[src/rtl/ds_pkg.sv]
// ============================================================================
// Module      : ds_pkg
// Description : Shared types and constants for the 2x2 downsampling sequencer
//               and the MAR control decode.
// Revision    : 1.0 - initial release
// ============================================================================
`default_nettype none

package ds_pkg;

  localparam int COORD_W = 8;

  typedef enum logic [1:0] {
    IDLE  = 2'd0,
    READ  = 2'd1,
    WRITE = 2'd2,
    DONE  = 2'd3
  } ds_state_t;

  localparam logic [1:0] MAR_HOLD  = 2'b00;
  localparam logic [1:0] MAR_AC    = 2'b01;
  localparam logic [1:0] MAR_READ  = 2'b10;
  localparam logic [1:0] MAR_WRITE = 2'b11;

  // Source coordinate of a window tap: 2*base + offset, as a shift-and-insert.
  function automatic logic [COORD_W-1:0] rd_coord(input logic [COORD_W-1:0] base,
                                                   input logic              offset);
    return {base[COORD_W-2:0], offset};
  endfunction

endpackage

`default_nettype wire

[src/rtl/ds_pix_counter.sv]
// ============================================================================
// Module      : ds_pix_counter
// Description : Raster-order output pixel counter (orow/ocol) that wraps at
//               OUT_DIM-1; exposes the value it will hold after this edge.
// Revision    : 1.0 - initial release
// ============================================================================
`default_nettype none

module ds_pix_counter
  import ds_pkg::*;
#(
  parameter int OUT_DIM = 128
) (
  input  logic               clock,
  input  logic               reset_n,
  input  logic               clr,
  input  logic               inc,
  output logic [COORD_W-1:0] orow_nxt,
  output logic [COORD_W-1:0] ocol_nxt,
  output logic               last
);

  localparam logic [COORD_W-1:0] c_MAX = COORD_W'(OUT_DIM - 1);

  logic [COORD_W-1:0] r_orow;
  logic [COORD_W-1:0] r_ocol;

  always_comb begin
    orow_nxt = r_orow;
    ocol_nxt = r_ocol;
    if (clr) begin
      orow_nxt = '0;
      ocol_nxt = '0;
    end else if (inc) begin
      if (r_ocol == c_MAX) begin
        ocol_nxt = '0;
        orow_nxt = (r_orow == c_MAX) ? '0 : r_orow + 1'b1;
      end else begin
        ocol_nxt = r_ocol + 1'b1;
      end
    end
  end

  assign last = (r_orow == c_MAX) && (r_ocol == c_MAX);

  always_ff @(posedge clock or negedge reset_n) begin
    if (!reset_n) begin
      r_orow <= '0;
      r_ocol <= '0;
    end else begin
      r_orow <= orow_nxt;
      r_ocol <= ocol_nxt;
    end
  end

endmodule

`default_nettype wire

[src/rtl/ds_addr_gen.sv]
// ============================================================================
// Module      : ds_addr_gen
// Description : 2x2 downsampling address sequencer: four source reads then one
//               destination write per output pixel, all outputs registered.
// Revision    : 1.0 - initial release
// ============================================================================
`default_nettype none

module ds_addr_gen
  import ds_pkg::*;
#(
  parameter int IMG_DIM = 256
) (
  input  logic               clock,
  input  logic               reset_n,
  input  logic               start,
  input  logic               step,
  output logic [COORD_W-1:0] RRR_out,
  output logic [COORD_W-1:0] CRR_out,
  output logic [COORD_W-1:0] RWR_out,
  output logic [COORD_W-1:0] CWR_out,
  output logic [1:0]         addr_sel,
  output logic [1:0]         tap,
  output logic               last_tap,
  output logic               valid,
  output logic               busy,
  output logic               done
);

  localparam int OUT_DIM = IMG_DIM / 2;

  ds_state_t          r_state;
  ds_state_t          w_state_nxt;
  logic [1:0]         w_tap_nxt;
  logic               w_cnt_clr;
  logic               w_cnt_inc;
  logic               w_cnt_last;
  logic [COORD_W-1:0] w_orow_nxt;
  logic [COORD_W-1:0] w_ocol_nxt;

  logic [COORD_W-1:0] w_rrr_nxt;
  logic [COORD_W-1:0] w_crr_nxt;
  logic [COORD_W-1:0] w_rwr_nxt;
  logic [COORD_W-1:0] w_cwr_nxt;
  logic [1:0]         w_sel_nxt;
  logic               w_valid_nxt;
  logic               w_busy_nxt;
  logic               w_done_nxt;
  logic               w_last_nxt;

  ds_pix_counter #(
    .OUT_DIM (OUT_DIM)
  ) u_pix_counter (
    .clock    (clock),
    .reset_n  (reset_n),
    .clr      (w_cnt_clr),
    .inc      (w_cnt_inc),
    .orow_nxt (w_orow_nxt),
    .ocol_nxt (w_ocol_nxt),
    .last     (w_cnt_last)
  );

  always_comb begin
    w_state_nxt = r_state;
    w_tap_nxt   = tap;
    w_cnt_clr   = 1'b0;
    w_cnt_inc   = 1'b0;

    unique case (r_state)
      IDLE: begin
        if (start) begin
          w_state_nxt = READ;
          w_tap_nxt   = 2'd0;
          w_cnt_clr   = 1'b1;
        end
      end
      READ: begin
        if (step) begin
          if (tap == 2'd3) begin
            w_tap_nxt   = 2'd0;
            w_state_nxt = WRITE;
          end else begin
            w_tap_nxt = tap + 2'd1;
          end
        end
      end
      WRITE: begin
        if (step) begin
          if (w_cnt_last) begin
            w_state_nxt = DONE;
          end else begin
            w_cnt_inc   = 1'b1;
            w_state_nxt = READ;
          end
        end
      end
      DONE: begin
        w_state_nxt = IDLE;
      end
      default: begin
        w_state_nxt = IDLE;
        w_tap_nxt   = 2'd0;
      end
    endcase

    // Outputs are precomputed from the next state so they land with it.
    w_sel_nxt   = MAR_HOLD;
    w_valid_nxt = 1'b0;
    w_busy_nxt  = (w_state_nxt != IDLE);
    w_done_nxt  = (w_state_nxt == DONE);
    w_last_nxt  = (w_state_nxt == READ) && (w_tap_nxt == 2'd3);
    w_rrr_nxt   = RRR_out;
    w_crr_nxt   = CRR_out;
    w_rwr_nxt   = RWR_out;
    w_cwr_nxt   = CWR_out;

    if (w_state_nxt == READ) begin
      w_sel_nxt   = MAR_READ;
      w_valid_nxt = 1'b1;
      w_rrr_nxt   = rd_coord(w_orow_nxt, w_tap_nxt[1]);
      w_crr_nxt   = rd_coord(w_ocol_nxt, w_tap_nxt[0]);
    end else if (w_state_nxt == WRITE) begin
      w_sel_nxt   = MAR_WRITE;
      w_valid_nxt = 1'b1;
      w_rwr_nxt   = w_orow_nxt;
      w_cwr_nxt   = w_ocol_nxt;
    end
  end

  always_ff @(posedge clock or negedge reset_n) begin
    if (!reset_n) begin
      r_state <= IDLE;
    end else begin
      r_state <= w_state_nxt;
    end
  end

  always_ff @(posedge clock or negedge reset_n) begin
    if (!reset_n) begin
      tap      <= 2'd0;
      RRR_out  <= '0;
      CRR_out  <= '0;
      RWR_out  <= '0;
      CWR_out  <= '0;
      addr_sel <= MAR_HOLD;
      last_tap <= 1'b0;
      valid    <= 1'b0;
      busy     <= 1'b0;
      done     <= 1'b0;
    end else begin
      tap      <= w_tap_nxt;
      RRR_out  <= w_rrr_nxt;
      CRR_out  <= w_crr_nxt;
      RWR_out  <= w_rwr_nxt;
      CWR_out  <= w_cwr_nxt;
      addr_sel <= w_sel_nxt;
      last_tap <= w_last_nxt;
      valid    <= w_valid_nxt;
      busy     <= w_busy_nxt;
      done     <= w_done_nxt;
    end
  end

endmodule

`default_nettype wire
[config.mk]
export PLATFORM = sky130hd
export DESIGN_NAME = ds_addr_gen
export DESIGN_NICKNAME = d
export VERILOG_FILES = /design/src/rtl/ds_pkg.sv /design/src/rtl/ds_pix_counter.sv /design/src/rtl/ds_addr_gen.sv
export SDC_FILE = /design/constraint.sdc
export NUM_CORES = 1
export LEC_CHECK = 0
export ABC_CLOCK_PERIOD_IN_PS = 5700
export CORE_MARGIN = 5
export CORE_UTILIZATION = 40
export CTS_BUF_LIST = sky130_fd_sc_hd__clkbuf_2
export DETAILED_ROUTE_END_ITERATION = 8
export GPL_ROUTABILITY_DRIVEN = 0
export GPL_TIMING_DRIVEN = 0
export PLACE_DENSITY = 0.62
export SYNTH_ARGS = -nofsm -noshare
export SYNTH_HDL_FRONTEND = slang
export SYNTH_SLANG_ARGS = --single-unit
[constraint.sdc]
create_clock -name clock -period 5.7 [get_ports clock]
set_input_delay 1.14 -clock clock [delete_from_list [all_inputs] [get_ports clock]]
set_output_delay 1.14 -clock clock [all_outputs]
set_load 0.01 [all_outputs]
* Yosys cells after proc, flatten, opt, wreduce, memory -nomap -nowiden *
Cells that the tools add are included.

operators by class
  $add $sub $neg = 3
  equal/unequal tests = 10
  mux-type cells = 26
  bitwise logic cells = 1
  reduce and logical (&&, ||, !) cells = 5

operator list
  cell                 count
  $mux 8               7
  $mux 2               10
  $add 8x1->8 const B  2
  $eq 8x7->1 const B   2
  $eq 2x2->1 const B   6
  $pmux 2 s4           1
  $mux 1               7
  $eq 2x1->1 const B   2
  $pmux 2 s2           1
  $add 2x1->2 const B  1
  $logic_and 1x1->1    2
  $logic_not 2->1      1
  $reduce_and 2->1     1
  $reduce_bool 2->1    1
  $not 1->1            1

storage, ports and cells
  register bits after elaboration = 58
  input bits = 4
  output and inout bits = 40
  word-level logic and storage cells = 58

* Longest topological paths before layout *
Gate-level depths: netlist of the first run.

  word-level depth = 8
  gate-level depth with buffers = 9
  depth with buffers taken out = 8

* Hierarchy *
Synthesis of the first run repeated with hierarchy kept, for this count alone.

unflattened totals
  cell total of the unflattened synthesis = 202
  area, all modules = 2588.7 um^2

modules (own cells, without submodules)
  module          instances  cells an instance  area each (um^2)  sequential area each (um^2)
  ds_addr_gen     1          108                1725.4            1051.0
  ds_pix_counter  1          94                 863.3             400.4

* Worst setup path before layout of the first run *
No wires, ideal clock.

  path kind = in2reg
  start = in step
  end = reg CWR_out[4]
  library setup time = 127 ps
  arrival time = 2327 ps
  data required time = 5573 ps
  path slack = 3245 ps
  stages = 6
  buffers on the path = 1
  cells stage by stage = nand2b_1 -> a221oi_2 -> inv_1 -> ha_1 -> clkbuf_1 -> mux2_1

between the ends
  cells in the longest elaborated chain, start to end = 5
  elaborated cells between the ends (all ways) = 11
  those cells by class = 2 x eq/ne; 7 x mux; 1 x bitwise; 1 x reduce/logical

ends and longest elaborated chain
  what                                   RTL line                              source
  from (decl)                            ds_addr_gen.sv:17                     input logic step,
  $mux 2 (on tied branches)              ds_addr_gen.sv:88, ds_addr_gen.sv:78
  $pmux 2 s4 (*)                         ds_addr_gen.sv:69                     unique case (r_state)
  net w_state_nxt[0]                     ds_addr_gen.sv:33                     ds_state_t w_state_nxt;
  $eq 2x1->1                             ds_addr_gen.sv:117                    if (w_state_nxt == READ) begin
  $not 1->1 (no source line)             -
  $reduce_and 2->1 (no source line) (*)  -
  to (signal assigned)                   ds_addr_gen.sv:155                    CWR_out <= w_cwr_nxt;
  to (decl)                              ds_addr_gen.sv:21                     output logic [COORD_W-1:0] CWR_out,

Mark *: on every way through the listed nets, which the timed path passes. The rest lies on a longest branch.
A chain may end at the register's enable or synchronous reset.

* Worst setup path in the final report of the first run *
  start = in step
  end = reg RWR_out[7]

between the ends
  cells in the longest elaborated chain, start to end = 5
  elaborated cells between the ends (all ways) = 11
  those cells by class = 2 x eq/ne; 7 x mux; 1 x bitwise; 1 x reduce/logical

ends and longest elaborated chain
  what                               RTL line                              source
  $mux 2 (on tied branches)          ds_addr_gen.sv:88, ds_addr_gen.sv:78
  $pmux 2 s4                         ds_addr_gen.sv:69
  $eq 2x1->1                         ds_addr_gen.sv:117
  $not 1->1 (no source line)         -
  $reduce_and 2->1 (no source line)  -
  to (signal assigned)               ds_addr_gen.sv:154                    RWR_out <= w_rwr_nxt;
  to (decl)                          ds_addr_gen.sv:20                     output logic [COORD_W-1:0] RWR_out,

Several ways; a longest one is shown, not always the timed one.

==> impl_metrics.yaml, run 1 <==
outcome:
  status: "finished clean"
die:
  fp.dieH_um: 89.9
  coreArea_mm2: 0.00628
  die_area_mm2: 0.00809
  start_util_pct: 40.7
  rows: 29
  ios: 44
  dieWidth_um: 89.9
logic_synthesis:
  ys_seq_elements: 58
  synth-simple-area-share_pct: 15.0
  synth_fp_nets: 236
  synth_edf_count: 0
  ys_seq_area_share_pct: 56.8
  synth_async_sr_flop_share_pct: 100
  synth_top_family_by_area: "simple AND/OR/NAND/NOR gates"
  synthCells: 227
  synthXorXnorAreaFrac_pct: 3.43
  ys_warn_count: 0
  synthMuxAreaShare_pct: 5.68
  synth_area_mm2: 0.00256
  yosys.cell_types.count: 46
  synth_compound_gate_area_share_pct: 12.3
  synth_fa_ha_area_share_pct: 2.45
  avgSynthCellArea_um2: 11.3
  synthFlopType: "dfrtp_1"
global_route:
  grt_usage_pct: 14.1
  grt_max_degree: 32
  overflow: 0
  grt_pass1_vias: 1919
  grt_pass1_wl_mm: 9.32
  antenna_found_initial: 0
final_layout:
  fillers: 599
  syn_to_final_growth_pct: 25.1
  post-route-util_pct: 50.9
  multi_input_area_um2: 993
  antenna_cells: 0
  drive_above_1_share_pct: 14.3
  regArea_mm2: 0.00145
  fin_nets: 291
setup_path:
  worstPathCellList: "clkdlybuf4s50_1 > nor2b_1 > a21o_1 > ha_1 > clkbuf_1 > nand2_1 > o22ai_1"
  path_max_fanout: 10
  crit_buf_inv: 2
  slowest_delay_ps: 610
  r2r-start: "u_pix_counter.r_orow[0]$_DFF_PN0_"
  rrSetupSlack_ps: 2770
  worstSetupEndpointType: "flop"
  crit_start: "step"
  critPathTopFamily: "buffers and inverters"
  path_class: "in -> reg"
  cp_slowest_cell: "clkdlybuf4s50_1"
  cp.arrival_ps: 3460
  start_kind: "input port"
  worst-endpoint-required_ps: 6080
placed_design:
  dp_hpwl_mm: 3.81
  port_buffers: 43
drt:
  drt-pass1-iter-count: 4
  drt_iter0_drc: 75
  drcViolationCount: 0
  drt-total-wl_mm: 5.22
  drt.antenna.violating_nets: 0
  viasPerCell: 4.98
  wl_per_cell_um: 14.4
  vias: 1808
cts:
  path_clk_slew_ps: 140
  post_cts_buffers: 0
  cts_max_path_buffers: 2
  cts_root_buf: "clkbuf_2"
  cts_inserted_buffers: 9
  ctsHoldBuffers: 0
  ctsResizeCount: 0
  cts_tree: "done"
  cts.sinks: 58
  clk_latency_ps: 460
  htreeDepth: 3
sta:
  min_period_over_period_pct: 54.0
  tightest_slew_ps: 639
  post-route-min-period_ps: 3080
  setup_tns_ps: 0
  skew_ps: 9.07
  slew_viol_final: 0
  finalHoldViolations: 0
  rsz0062_at_grt: "false"
  fmax_ghz: 0.325
  setup_viol: 0
  maxSlewHeadroom_pct: 57.4
power:
  power_density_mw_per_mm2: 373
  seq_power_share_pct: 44.6
  p_leak_nw: 1.47
  combPwrFrac_pct: 35.2
  swShare_pct: 32.9
  power_frac_clock_pct: 20.3
  p_int_uw: 800
  power_mw: 1.19
  switching_power_uw: 393
  ir_worst_vdd_mv: 0.189
worst_hold_path:
  hold_path_class: "reg -> reg"
  min-delay-start: "CRR_out[0]$_DFFE_PN0N_"
run:
  maxCapViolCount: 0
==> metal layers <==
metal	up-vias	GRT usage [%]	share of wire, %
met3	11	4.67	5.9
met4	0	7.69	2.2
li1	908	-	-
met2	39	21.1	44
met1	850	18.1	48
met5	-	0	0
==> final cells by class <==
| cell class | instances | area share (%) |
|---|---|---|
| Tap cell | 77 | 3.01 |
| Sequential cell | 58 | 45.4 |
| Timing Repair Buffer | 44 | 13.9 |
| Multi-Input combinational cell | 145 | 31.1 |
| Clock inverter | 4 | 1.37 |
| Clock buffer | 11 | 1.72 |
| Inverter | 16 | 1.88 |
| Buffer | 8 | 1.60 |
==> power by group through the flow <==
stage	Combinational, mW	Sequential, mW	Clock (mW)
after floorplan	0.185	0.573	0
after detailed placement	0.428	0.541	0
final	0.419	0.532	0.242
after global routing	0.473	0.544	0.269
after global placement	0.418	0.540	0
after CTS	0.430	0.533	0.253
==> final timing paths <==
kind	cells after the start	endpoint
worst max-delay path	7	RWR_out[7]$_DFFE_PN0P_
worst max register to register	9	RWR_out[7]$_DFFE_PN0P_
worst min-delay path	2	CRR_out[0]$_DFFE_PN0N_
worst min register to register	2	CRR_out[0]$_DFFE_PN0N_
min in group asynchronous	1	addr_sel[1]$_DFF_PN0_
max in group asynchronous	2	last_tap$_DFF_PN0_
==> registers in the layout, summed over array words and instances (netlist names), 2 cells and up <==
register	cells
CWR_out	8
tap	2
u_pix_counter.r_ocol	8
RWR_out	8
addr_sel	2
CRR_out	8
RRR_out	8
u_pix_counter.r_orow	8
r_state	2
==> layout by cell type (no fill, tap or decap), types with 2 or more instances in the layout <==
cell / instances
nor3_1: 5
and3b_1: 3
clkbuf_1: 2
buf_2: 3
nor2_1: 17
o21ai_1: 3
mux2_2: 10
o21ai_0: 8
clkinv_2: 2
xor2_1: 6
nand3b_1: 2
dfrtp_1: 58
nand3_1: 6
nand2_1: 23
o22ai_1: 9
a21oi_1: 5
nand2b_1: 4
clkdlybuf4s50_1: 42
buf_6: 2
mux2_1: 2
a221oi_2: 2
and2_1: 3
a21o_1: 2
nor2b_1: 2
nand4_1: 6
xnor2_1: 4
ha_1: 5
clkbuf_2: 11
inv_1: 16
==> synth_stat cells, types with 2 or more instances <==
master / count / area (um2)
nor3_1: 5 / 25.0
nand2b_1: 4 / 25.0
o21ai_0: 8 / 40.0
and2_1: 3 / 18.8
nand3b_1: 2 / 15.0
xor2_1: 6 / 52.6
nor2b_1: 2 / 12.5
ha_1: 5 / 62.6
o21ai_1: 3 / 15.0
a221oi_2: 2 / 30.0
nand3_1: 6 / 30.0
inv_1: 16 / 60.1
a21o_1: 2 / 15.0
nand4_1: 6 / 37.5
a21oi_1: 5 / 25.0
and3b_1: 3 / 26.3
buf_2: 2 / 10.0
nor2_1: 17 / 63.8
mux2_1: 2 / 22.5
o22ai_1: 9 / 56.3
dfrtp_1: 58 / 1450
buf_6: 2 / 22.5
mux2_2: 10 / 113
nand2_1: 23 / 86.3
xnor2_1: 4 / 35.0
clkbuf_1: 2 / 7.51
==> cell families (layout without fill, tap and decap cells) <==
| family | count (synthesis) | count (layout) |
|---|---|---|
| and+or+nand+nor | 76 | 76 |
| AOI/OAI and AO/OA | 41 | 41 |
| adders and majority gates | 5 | 5 |
| buffers and inverters | 24 | 83 |
| DFF | 58 | 58 |
| muxes | 13 | 13 |
| xor gates and xnor gates | 10 | 10 |
==> through the flow <==
step,worst slack [ps],hold WS (ps),instances,cell area [um2]
after floorplan,3250,511,227,2560
after global placement,1650,463,347,3080
after detailed placement,2090,468,348,3100
after CTS,2630,501,363,3200
after global routing,2430,536,363,3200
final,2620,496,363,3200
==> worst reg2reg max path, cell delays in order (launching register included) <==
cell      delay (ps)
dfrtp_1          420
ha_1             250
and3b_1          320
nand4_1          250
a21oi_1          260
a21o_1           150
ha_1             190
clkbuf_1         440
nand2_1          370
o22ai_1          210
(Power assumes the default switching activity.)
==> run 2: changes to the inputs <==
--- a/config.mk
+++ b/config.mk
@@ -5,7 +5,7 @@
 export SDC_FILE = /design/constraint.sdc
 export NUM_CORES = 1
 export LEC_CHECK = 0
-export ABC_CLOCK_PERIOD_IN_PS = 5700
+export ABC_CLOCK_PERIOD_IN_PS = 3100
 export CORE_MARGIN = 5
 export CORE_UTILIZATION = 40
 export CTS_BUF_LIST = sky130_fd_sc_hd__clkbuf_2
==> constraint.sdc (replaced) <==
create_clock -name clock -period 3.1 [get_ports clock]
set_input_delay 0.62 -clock clock [delete_from_list [all_inputs] [get_ports clock]]
set_output_delay 0.62 -clock clock [all_outputs]
set_load 0.01 [all_outputs]
==> run 2 against run 1 <==
Count of clock-buffer cells in the layout stayed put. Largest cell class unchanged. Critical path type is now reg -> reg. Die area did not move. Worst setup slack worse by 2200 ps. Cell count stayed put. Register-to-register slack lost 2300 ps. Core utilization about the same.
==> impl_metrics.yaml, run 2 (same netlist as run 1, synthesis figures left out) <==
outcome:
  status: "finished clean"
global_route:
  antenna_found_initial: 0
  grt_pass1_vias: 1919
  grt_max_degree: 32
  grt_usage_pct: 14.1
  overflow: 0
  grt_pass1_wl_mm: 9.32
power:
  swShare_pct: 32.9
  seq_power_share_pct: 44.6
  p_int_mw: 1.47
  p_leak_nw: 1.47
  power_density_mw_per_mm2: 686
  ir_worst_vdd_mv: 0.348
  power_frac_clock_pct: 20.3
  combPwrFrac_pct: 35.2
  switching_power_uw: 722
sta:
  finalHoldViolations: 0
  tightest_slew_ps: 639
  setup_viol: 0
  setup_tns_ps: 0
  slew_viol_final: 0
  post-route-min-period_ps: 2660
  rsz0062_at_grt: "false"
  skew_ps: 9.07
  min_period_over_period_pct: 85.8
  maxSlewHeadroom_pct: 57.4
  fmax_ghz: 0.376
setup_path:
  critPathTopFamily: "simple AND/OR/NAND/NOR gates"
  rrSetupSlack_ps: 440
  worst_r2r_endpoint: "RWR_out[7]$_DFFE_PN0P_"
  worst-endpoint-required_ps: 3480
  path_common_cell: "ha_1"
  rr_worst_depth: 9
  path_max_fanout: 10
  worstSetupEndpointType: "flop"
  r2r-start: "u_pix_counter.r_orow[0]$_DFF_PN0_"
  slowest_delay_ps: 420
  crit_buf_inv: 1
  worstPathCellList: "ha_1 > and3b_1 > nand4_1 > a21oi_1 > a21o_1 > ha_1 > clkbuf_2 > nand2_1 > o22ai_1"
  start_kind: "flop"
  path_class: "reg -> reg"
  cp_slowest_cell: "dfrtp_1"
  cp.arrival_ps: 3040
cts:
  cts_tree: "done"
  ctsResizeCount: 0
  cts_max_path_buffers: 2
  cts.sinks: 58
  ctsHoldBuffers: 0
  clk_latency_ps: 460
  post_cts_buffers: 0
  cts_root_buf: "clkbuf_2"
  path_clk_slew_ps: 150
  htreeDepth: 3
  cts_inserted_buffers: 9
placed_design:
  dp_hpwl_mm: 3.81
  port_buffers: 43
  placed_cell_area_mm2: 0.00310
die:
  coreArea_mm2: 0.00628
  ios: 44
  dieWidth_um: 89.9
  rows: 29
  die_area_mm2: 0.00809
  start_util_pct: 40.7
  fp.dieH_um: 89.9
final_layout:
  syn_to_final_growth_pct: 25.1
  fin_nets: 291
  regArea_mm2: 0.00145
  fillers: 601
  drive_above_1_share_pct: 14.7
  final_cell_mix: "dfrtp_1 (58), clkdlybuf4s50_1 (42), nand2_1 (23)"
  final_common_cell: "dfrtp_1"
  fin_area_mm2: 0.00320
  antenna_cells: 0
  multi_input_area_um2: 993
drt:
  drt-total-wl_mm: 5.22
  wl_per_cell_um: 14.4
  vias: 1808
  viasPerCell: 4.98
  drt-pass1-iter-count: 4
  drcViolationCount: 0
  drt_iter0_drc: 75
  drt.antenna.violating_nets: 0
worst_hold_path:
  hold_path_class: "in -> async"
run:
  maxCapViolCount: 0
==> run 2: cell counts in the layout (fill, tap and decap cells not counted) <==
Identical to the previous run, type by type.
==> run 2: through the flow <==
step | instances | hold WS, ps | setup slack (ps) | total power [mW] | utilization (%)
final | 363 | 163 | 442 | 2.19 | 50.9
after global routing | 363 | 162 | 150 | 2.36 | 50.9
after CTS | 363 | 128 | 98.0 | 2.24 | 50.9
after detailed placement | 348 | 468 | 8.70 | 1.78 | 49.4
after global placement | 347 | 463 | -432 | 1.76 | 49.1
after floorplan | 227 | 324 | 786 | 1.39 | -
==> run 2: layout make-up <==
class	instances	area share, %
timing repair buffer	44	13.9
clock buffer	11	1.72
sequential	58	45.4
buffer	8	1.64
tap	77	3.01
multi-input combinational	145	31.1
clock inverter	4	1.37
inverter	16	1.88
==> run 2: worst register-to-register path: cells and delay by family, from the launching register on <==
| kind | cells | cell delay (ps) |
|---|---|---|
| and+or+nand+nor | 3 | 850 |
| buffers and inverters | 1 | 270 |
| adders and majority gates | 2 | 440 |
| DFF | 1 | 420 |
| AOI/OAI and AO/OA | 3 | 600 |
==> run 2: how the worst max path moves through the flow <==
stage | start | slack (ps) | cells after the start | endpoint
4_1_cts | u_pix_counter.r_orow[0]$_DFF_PN0_ | 100 | 9 | RWR_out[2]$_DFFE_PN0P_
3_3_place_gp | reset_n | -430 | 1 | RWR_out[4]$_DFFE_PN0P_
3_5_place_dp | step | 9 | 7 | RWR_out[2]$_DFFE_PN0P_
5_1_grt | u_pix_counter.r_orow[0]$_DFF_PN0_ | 150 | 9 | CWR_out[2]$_DFFE_PN0P_
6_report | u_pix_counter.r_orow[0]$_DFF_PN0_ | 440 | 9 | RWR_out[7]$_DFFE_PN0P_
2_1_floorplan | u_pix_counter.r_orow[0]$_DFF_PN0_ | 790 | 8 | CWR_out[0]$_DFFE_PN0P_
==> run 2: per-layer routing <==
layer	wire, um	vias to the layer above	GRT usage (%)
met3	307	11	4.67
met1	2480	850	18.1
met2	2320	39	21.1
met5	0	-	0
li1	-	908	-
met4	114	0	7.69
==> run 2: power by group through the flow <==
stage | sequential, mW | clock, mW | combinational (mW)
3_5_place_dp | 0.994 | 0 | 0.787
4_1_cts | 0.980 | 0.466 | 0.791
3_3_place_gp | 0.994 | 0 | 0.768
2_1_floorplan | 1.05 | 0 | 0.341
6_report | 0.977 | 0.445 | 0.771
5_1_grt | 1.00 | 0.494 | 0.870
